File: src/rtl/mult_pkg.sv
// ---------------------------------------------------------------------------
// mult_pkg
// Shared definitions for the sequential digit multiplier:
//   state_t    - controller states (IDLE, BUSY, DONE)
//   DIGIT_BITS - width of one operand digit (radix-4 digits)
//   exact_dp   - exact 2x2 digit product, also used to initialise the
//                optional correction table (DIGIT_CORR_EN)
// ---------------------------------------------------------------------------
package mult_pkg;

  typedef enum logic [1:0] {
    IDLE = 2'd0,
    BUSY = 2'd1,
    DONE = 2'd2
  } state_t;

  localparam int DIGIT_BITS = 2;

  // Largest product is 3*3 = 9, so 4 bits always suffice.
  function automatic logic [3:0] exact_dp(input logic [1:0] a, input logic [1:0] b);
    return {2'b00, a} * {2'b00, b};
  endfunction

endpackage

File: src/rtl/mul2x2_digit.sv
// ---------------------------------------------------------------------------
// mul2x2_digit
// Combinational product of two 2-bit digits.
// Optional macro: DIGIT_CORR_EN - when defined, the product is looked up in a
// caller-supplied 16 x 4-bit table indexed by {i_a, i_b}; otherwise the exact
// product is returned.
// Ports:
//   i_a, i_b  - input digits
//   i_table   - flattened table, entry k at bits [4k+3:4k] (DIGIT_CORR_EN only)
//   o_dp      - 4-bit digit product
// ---------------------------------------------------------------------------
module mul2x2_digit
  import mult_pkg::*;
(
  input  logic [1:0]  i_a,
  input  logic [1:0]  i_b,
`ifdef DIGIT_CORR_EN
  input  logic [63:0] i_table,
`endif
  output logic [3:0]  o_dp
);

`ifdef DIGIT_CORR_EN
  logic [3:0] w_idx;
  assign w_idx = {i_a, i_b};
  assign o_dp  = i_table[w_idx*4 +: 4];
`else
  assign o_dp  = exact_dp(i_a, i_b);
`endif

endmodule

File: src/rtl/seq_digit_multiplier.sv
// ---------------------------------------------------------------------------
// seq_digit_multiplier
// Unsigned WIDTH x WIDTH multiplier that forms one radix-4 digit product per
// cycle and accumulates it into a 2*WIDTH-bit result (D*D cycles per product,
// D = WIDTH/2). Valid/ready handshake on both sides.
// Optional macro: DIGIT_CORR_EN - adds a writable 16 x 4-bit digit-product
// table (reset to exact products) plus the corr_* write port.
// Ports:
//   clk, rst            - clock (rising edge), asynchronous active-high reset
//   in_valid/in_ready   - operand handshake; in_ready high only when idle
//   A, B                - unsigned operands
//   out_valid/out_ready - result handshake; P held stable until accepted
//   P                   - registered product
//   corr_we/addr/data   - table write port (DIGIT_CORR_EN only)
// ---------------------------------------------------------------------------
module seq_digit_multiplier
  import mult_pkg::*;
#(
  parameter int WIDTH = 8
) (
  input  logic                 clk,
  input  logic                 rst,
  input  logic                 in_valid,
  output logic                 in_ready,
  input  logic [WIDTH-1:0]     A,
  input  logic [WIDTH-1:0]     B,
  output logic                 out_valid,
  input  logic                 out_ready,
  output logic [2*WIDTH-1:0]   P
`ifdef DIGIT_CORR_EN
  ,
  input  logic                 corr_we,
  input  logic [3:0]           corr_addr,
  input  logic [3:0]           corr_data
`endif
);

  localparam int D     = WIDTH / 2;
  localparam int CW    = (D > 1) ? $clog2(D) : 1;
  localparam int ACC_W = 2 * WIDTH;
  localparam logic [CW-1:0] LAST = CW'(D - 1);

  state_t             r_state;
  logic [WIDTH-1:0]   r_a;
  logic [WIDTH-1:0]   r_b;
  logic [ACC_W-1:0]   r_acc;
  logic [CW-1:0]      r_i;
  logic [CW-1:0]      r_j;
  logic [ACC_W-1:0]   r_p;
  logic               r_out_valid;
  logic               r_in_ready;

  logic [1:0]         w_a_d;
  logic [1:0]         w_b_d;
  logic [3:0]         w_dp;
  logic [ACC_W-1:0]   w_term;
  logic [ACC_W-1:0]   w_acc_next;

  assign w_a_d = r_a[DIGIT_BITS*r_i +: DIGIT_BITS];
  assign w_b_d = r_b[DIGIT_BITS*r_j +: DIGIT_BITS];

`ifdef DIGIT_CORR_EN
  // Table lives here so it shares the async reset; reads are combinational,
  // so a write takes effect for lookups on the edge after it lands.
  logic [3:0]  r_table [16];
  logic [63:0] w_table;

  always_ff @(posedge clk or posedge rst) begin
    if (rst) begin
      for (int k = 0; k < 16; k++) begin
        r_table[k] <= exact_dp(2'(k >> 2), 2'(k));
      end
    end else if (corr_we) begin
      r_table[corr_addr] <= corr_data;
    end
  end

  for (genvar gi = 0; gi < 16; gi++) begin : g_flat
    assign w_table[gi*4 +: 4] = r_table[gi];
  end

  mul2x2_digit u_dp (
    .i_a     (w_a_d),
    .i_b     (w_b_d),
    .i_table (w_table),
    .o_dp    (w_dp)
  );
`else
  mul2x2_digit u_dp (
    .i_a  (w_a_d),
    .i_b  (w_b_d),
    .o_dp (w_dp)
  );
`endif

  // Digit (i,j) has weight 4^(i+j); sum wraps at 2*WIDTH bits.
  assign w_term     = ACC_W'(w_dp) << (DIGIT_BITS * (int'(r_i) + int'(r_j)));
  assign w_acc_next = r_acc + w_term;

  always_ff @(posedge clk or posedge rst) begin
    if (rst) begin
      r_state     <= IDLE;
      r_a         <= '0;
      r_b         <= '0;
      r_acc       <= '0;
      r_i         <= '0;
      r_j         <= '0;
      r_p         <= '0;
      r_out_valid <= 1'b0;
      r_in_ready  <= 1'b1;
    end else begin
      case (r_state)
        IDLE: begin
          if (in_valid) begin
            r_a        <= A;
            r_b        <= B;
            r_acc      <= '0;
            r_i        <= '0;
            r_j        <= '0;
            r_in_ready <= 1'b0;
            r_state    <= BUSY;
          end
        end
        BUSY: begin
          r_acc <= w_acc_next;
          if (r_j == LAST) begin
            r_j <= '0;
            if (r_i == LAST) begin
              r_p         <= w_acc_next;
              r_out_valid <= 1'b1;
              r_state     <= DONE;
            end else begin
              r_i <= r_i + CW'(1);
            end
          end else begin
            r_j <= r_j + CW'(1);
          end
        end
        DONE: begin
          if (out_ready) begin
            r_out_valid <= 1'b0;
            r_in_ready  <= 1'b1;
            r_state     <= IDLE;
          end
        end
        default: begin
          r_state <= IDLE;
        end
      endcase
    end
  end

  assign in_ready  = r_in_ready;
  assign out_valid = r_out_valid;
  assign P         = r_p;

endmodule

File: config.mk
export PLATFORM = sky130hd
export DESIGN_NAME = seq_digit_multiplier
export DESIGN_NICKNAME = d
export VERILOG_FILES = /design/src/rtl/mult_pkg.sv /design/src/rtl/mul2x2_digit.sv /design/src/rtl/seq_digit_multiplier.sv
export SDC_FILE = /design/constraint.sdc
export NUM_CORES = 1
export LEC_CHECK = 0
export BUFFER_PORTS_ARGS = -buffer_cell sky130_fd_sc_hd__buf_4
export CAP_MARGIN = 0
export CORE_MARGIN = 2
export CORE_UTILIZATION = 45
export CTS_CLUSTER_DIAMETER = 120
export DETAILED_ROUTE_END_ITERATION = 10
export PLACE_DENSITY = 0.65
export SLEW_MARGIN = 20
export SYNTH_ARGS = -nofsm -noshare
export SYNTH_HDL_FRONTEND = slang
export SYNTH_SLANG_ARGS = --single-unit
File: constraint.sdc
create_clock -name clk -period 5.3 [get_ports clk]
set_input_delay 0.795 -clock clk [delete_from_list [all_inputs] [get_ports clk]]
set_output_delay 0.795 -clock clk [all_outputs]
set_load 0.01 [all_outputs]
==> flow_metrics.tcl <==
set metrics [dict create \
    outcome "finished, final reports clean" \
    drv_slew 0 \
    rsz0062_at_grt "false" \
    start_kind "flip-flop" \
    hold_start "P[9]" \
    detailed_place_hpwl_um 5110 \
    reg2reg_from "r_i[0]" \
    peakVddDrop_v 0.000248 \
    clk_pin_slew_worst_paths_ns 0.10 \
    io_buffers 37 \
    areaGrowthSynthToFinish_pct 14.4 \
    dpl_cell_area_um2 3590 \
    ios 38 \
    arrival_ns 4.06 \
    drive_above_1_share_pct 24.9 \
    antenna_found_initial 0 \
    grt_busiest_layer "met2" \
    skew_ns 0.00809 \
    dieArea_um2 7850 \
    ys_seq_elements 56 \
    max-clock-path-buffers 2 \
    min_period_ns 3.85 \
    cts_tree "yes" \
    instances_no_fill 437 \
    synth_cell_type_count 46 \
    crit_fanout 6 \
    hold_viol 0 \
    first_global_vias 2378 \
    use_met2_pct 31.6 \
    fin_area_um2 3680 \
    ys.flop_type "dfrtp_1" \
    grt_start_max_net_pins 57 \
    antenna_left 0 \
    numCtsBuffers 5 \
    fin_hold_ws_ns 0.478 \
    crit_chain "mux4_2 > and2_1 > ha_1 > ha_1 > a21oi_1 > nor2_1 > ha_1 > o211ai_2 > o21ai_4 > a21oi_1 > o31ai_2 > xor2_1 > mux2_2" \
    grt_use_met1_pct 25.8 \
    leakage_nw 1.75 \
    synth_warnings 0 \
    cts_hold_buf 0 \
    grt_overflow 0 \
    worst_slew_pin_slew_ns 0.871 \
    use_met3_pct 3.92 \
    power_mw 2.35 \
    cp_top_family "compound AO/OA/AOI/OAI gates" \
    async_flop_share_pct 100 \
    regArea_um2 1400 \
    holdCritPathClass "reg -> reg" \
    postSynthAreaPerCell_um2 10.6 \
    start_util_pct 46.9 \
    netlist_instances 304 \
    pre_cts_ws_ns 1.51 \
    syn_area_um2 3220 \
    criticalPathCategory "reg -> reg" \
    die_h_um 88.6 \
    ys_seq_area_share_pct 43.6 \
    cp_slowest_cell "mux4_2" \
    diodes 0 \
    root_buffer "clkbuf_8" \
    finalCritPeriodShare_pct 72.6 \
    tns_ns 0 \
    max_freq_ghz 0.260 \
    startpoint "r_i[0]" \
    routed_wl_um 6840 \
    cts-htree-levels 2 \
    finalSetupViolCount 0 \
    cp_common_cell "ha_1" \
    worstPathRequired_ns 5.51 \
    routed_via_density 5.40 \
    cts_setup_buffers 0 \
    critPathCaptureType "flip-flop" \
    wire_per_inst_um 15.6 \
    row_count 30 \
    firstDrtPassIters 4 \
    post-route-util_pct 53.6 \
    drc_errors 0 \
    coreArea_um2 6870 \
    cts.sinks 56 \
    grt_pass1_wl_um 11500 \
    drt_iter0_markers 105 \
    nets 383 \
    worst-path-buf-inv 0 \
    n_fill_cell 639 \
    multiInputGateArea_um2 1730 \
    fin_ws_ns 1.45 \
    powerDensity_nw_per_um2 637 \
    grt_usage_pct 19.0 \
    clock_latency_ns 0.31 \
    syn_nets 347 \
    via_count 2360 \
    slowest_delay_ns 0.56 \
    gp_congestion 0.883 \
    die_w_um 88.6 \
    place_inst 429 \
    maxCapViolations 0 \
    cts_resized 0 \
    synth_edf_count 0 \
    relSlewSlack_pct 41.9 \
]
==> where the power goes <==
part / internal (mW) / total, mW / switching, mW / leakage [nW]
combinational: 0.624 / 1.36 / 0.736 / 1.00
clock: 0.105 / 0.244 / 0.139 / 0.0510
sequential: 0.618 / 0.743 / 0.125 / 0.700
total: 1.35 / 2.35 / 1.00 / 1.75
==> final cells by class <==
class	instances	area share (%)
well taps	96	3.26
clock buffers	6	2.24
clock inverters	2	0.272
inverters	15	1.53
repair buffers	38	7.74
multi-input cells	224	46.9
flip-flops and latches	56	38.1
==> logic make-up (layout without fill, tap and decap cells) <==
family	Yosys count	in the layout	share of synthesized area [%]
buf+inv	24	61	2.91
mux	30	30	11.9
compound gates	78	78	17.1
flops	56	56	43.6
xor+xnor	14	14	3.81
fa+ha+maj	23	23	9.40
simple gates	79	79	11.3
==> worst paths after layout <==
kind	end	slack, ns	cells past startpoint
max	P[11]	1.45	13
min	P[9]	0.48	2
max reg2reg	P[11]	1.45	13
min reg2reg	P[9]	0.48	2
max in group asynchronous	P[8]	4.16	3
min in group asynchronous	out_valid	0.67	3
==> routing by layer <==
layer / wire (um) / vias up / share of wire, %
met1: 3270 / 1138 / 48
met2: 3270 / 52 / 48
met4: 64 / 0 / 0.94
met5: 0 / - / 0
li1: - / 1162 / -
met3: 240 / 8 / 3.5
==> tightest hold or removal path: stages (launching register included) <==
cell and delay [ns]:
dfrtp_1 0.35, nand2_1 0.05, nand2_1 0.05
==> state kept, by name (all words and copies together) (netlist names) <==
name / count
r_b: 8
r_a: 8
in_ready: 1
r_acc: 16
r_state: 2
P: 16
out_valid: 1
r_j: 2
r_i: 2
==> cell usage in the layout (no fill, tap or decap), drive strengths merged, types with 14 or more instances in the layout <==
cell,netlist,layout
a21oi,18,18
a22o,14,14
buf,3,38
dfrtp,55,55
ha,21,21
inv,15,15
mux2,24,24
nand2,31,31
nor2,18,18
o21ai,17,17
==> Yosys cell counts, types with 3 or more instances <==
| cell | n | share of area, % |
|---|---|---|
| dfrtp_1 | 55 | 43 |
| nand2_1 | 31 | 3.6 |
| mux2_2 | 22 | 7.7 |
| ha_1 | 21 | 8.2 |
| a21oi_1 | 18 | 2.8 |
| nor2_1 | 16 | 1.9 |
| inv_1 | 15 | 1.7 |
| a22o_1 | 14 | 3.8 |
| o21ai_0 | 9 | 1.4 |
| xnor2_1 | 8 | 2.2 |
| nand3_1 | 7 | 1.1 |
| o21ai_1 | 7 | 1.1 |
| clkbuf_1 | 6 | 0.70 |
| xor2_1 | 6 | 1.6 |
| a21o_1 | 5 | 1.2 |
| nand2b_1 | 5 | 0.97 |
| and2_1 | 4 | 0.78 |
| mux4_2 | 4 | 2.8 |
| nor2b_1 | 4 | 0.78 |
| nor3_1 | 4 | 0.62 |
| o31ai_1 | 4 | 0.93 |
| a31oi_1 | 3 | 0.58 |
| and3_1 | 3 | 0.58 |
| buf_2 | 3 | 0.47 |
| o211ai_1 | 3 | 0.70 |
| o21bai_1 | 3 | 0.70 |
Note: power is estimated with default switching activity, not from simulation.
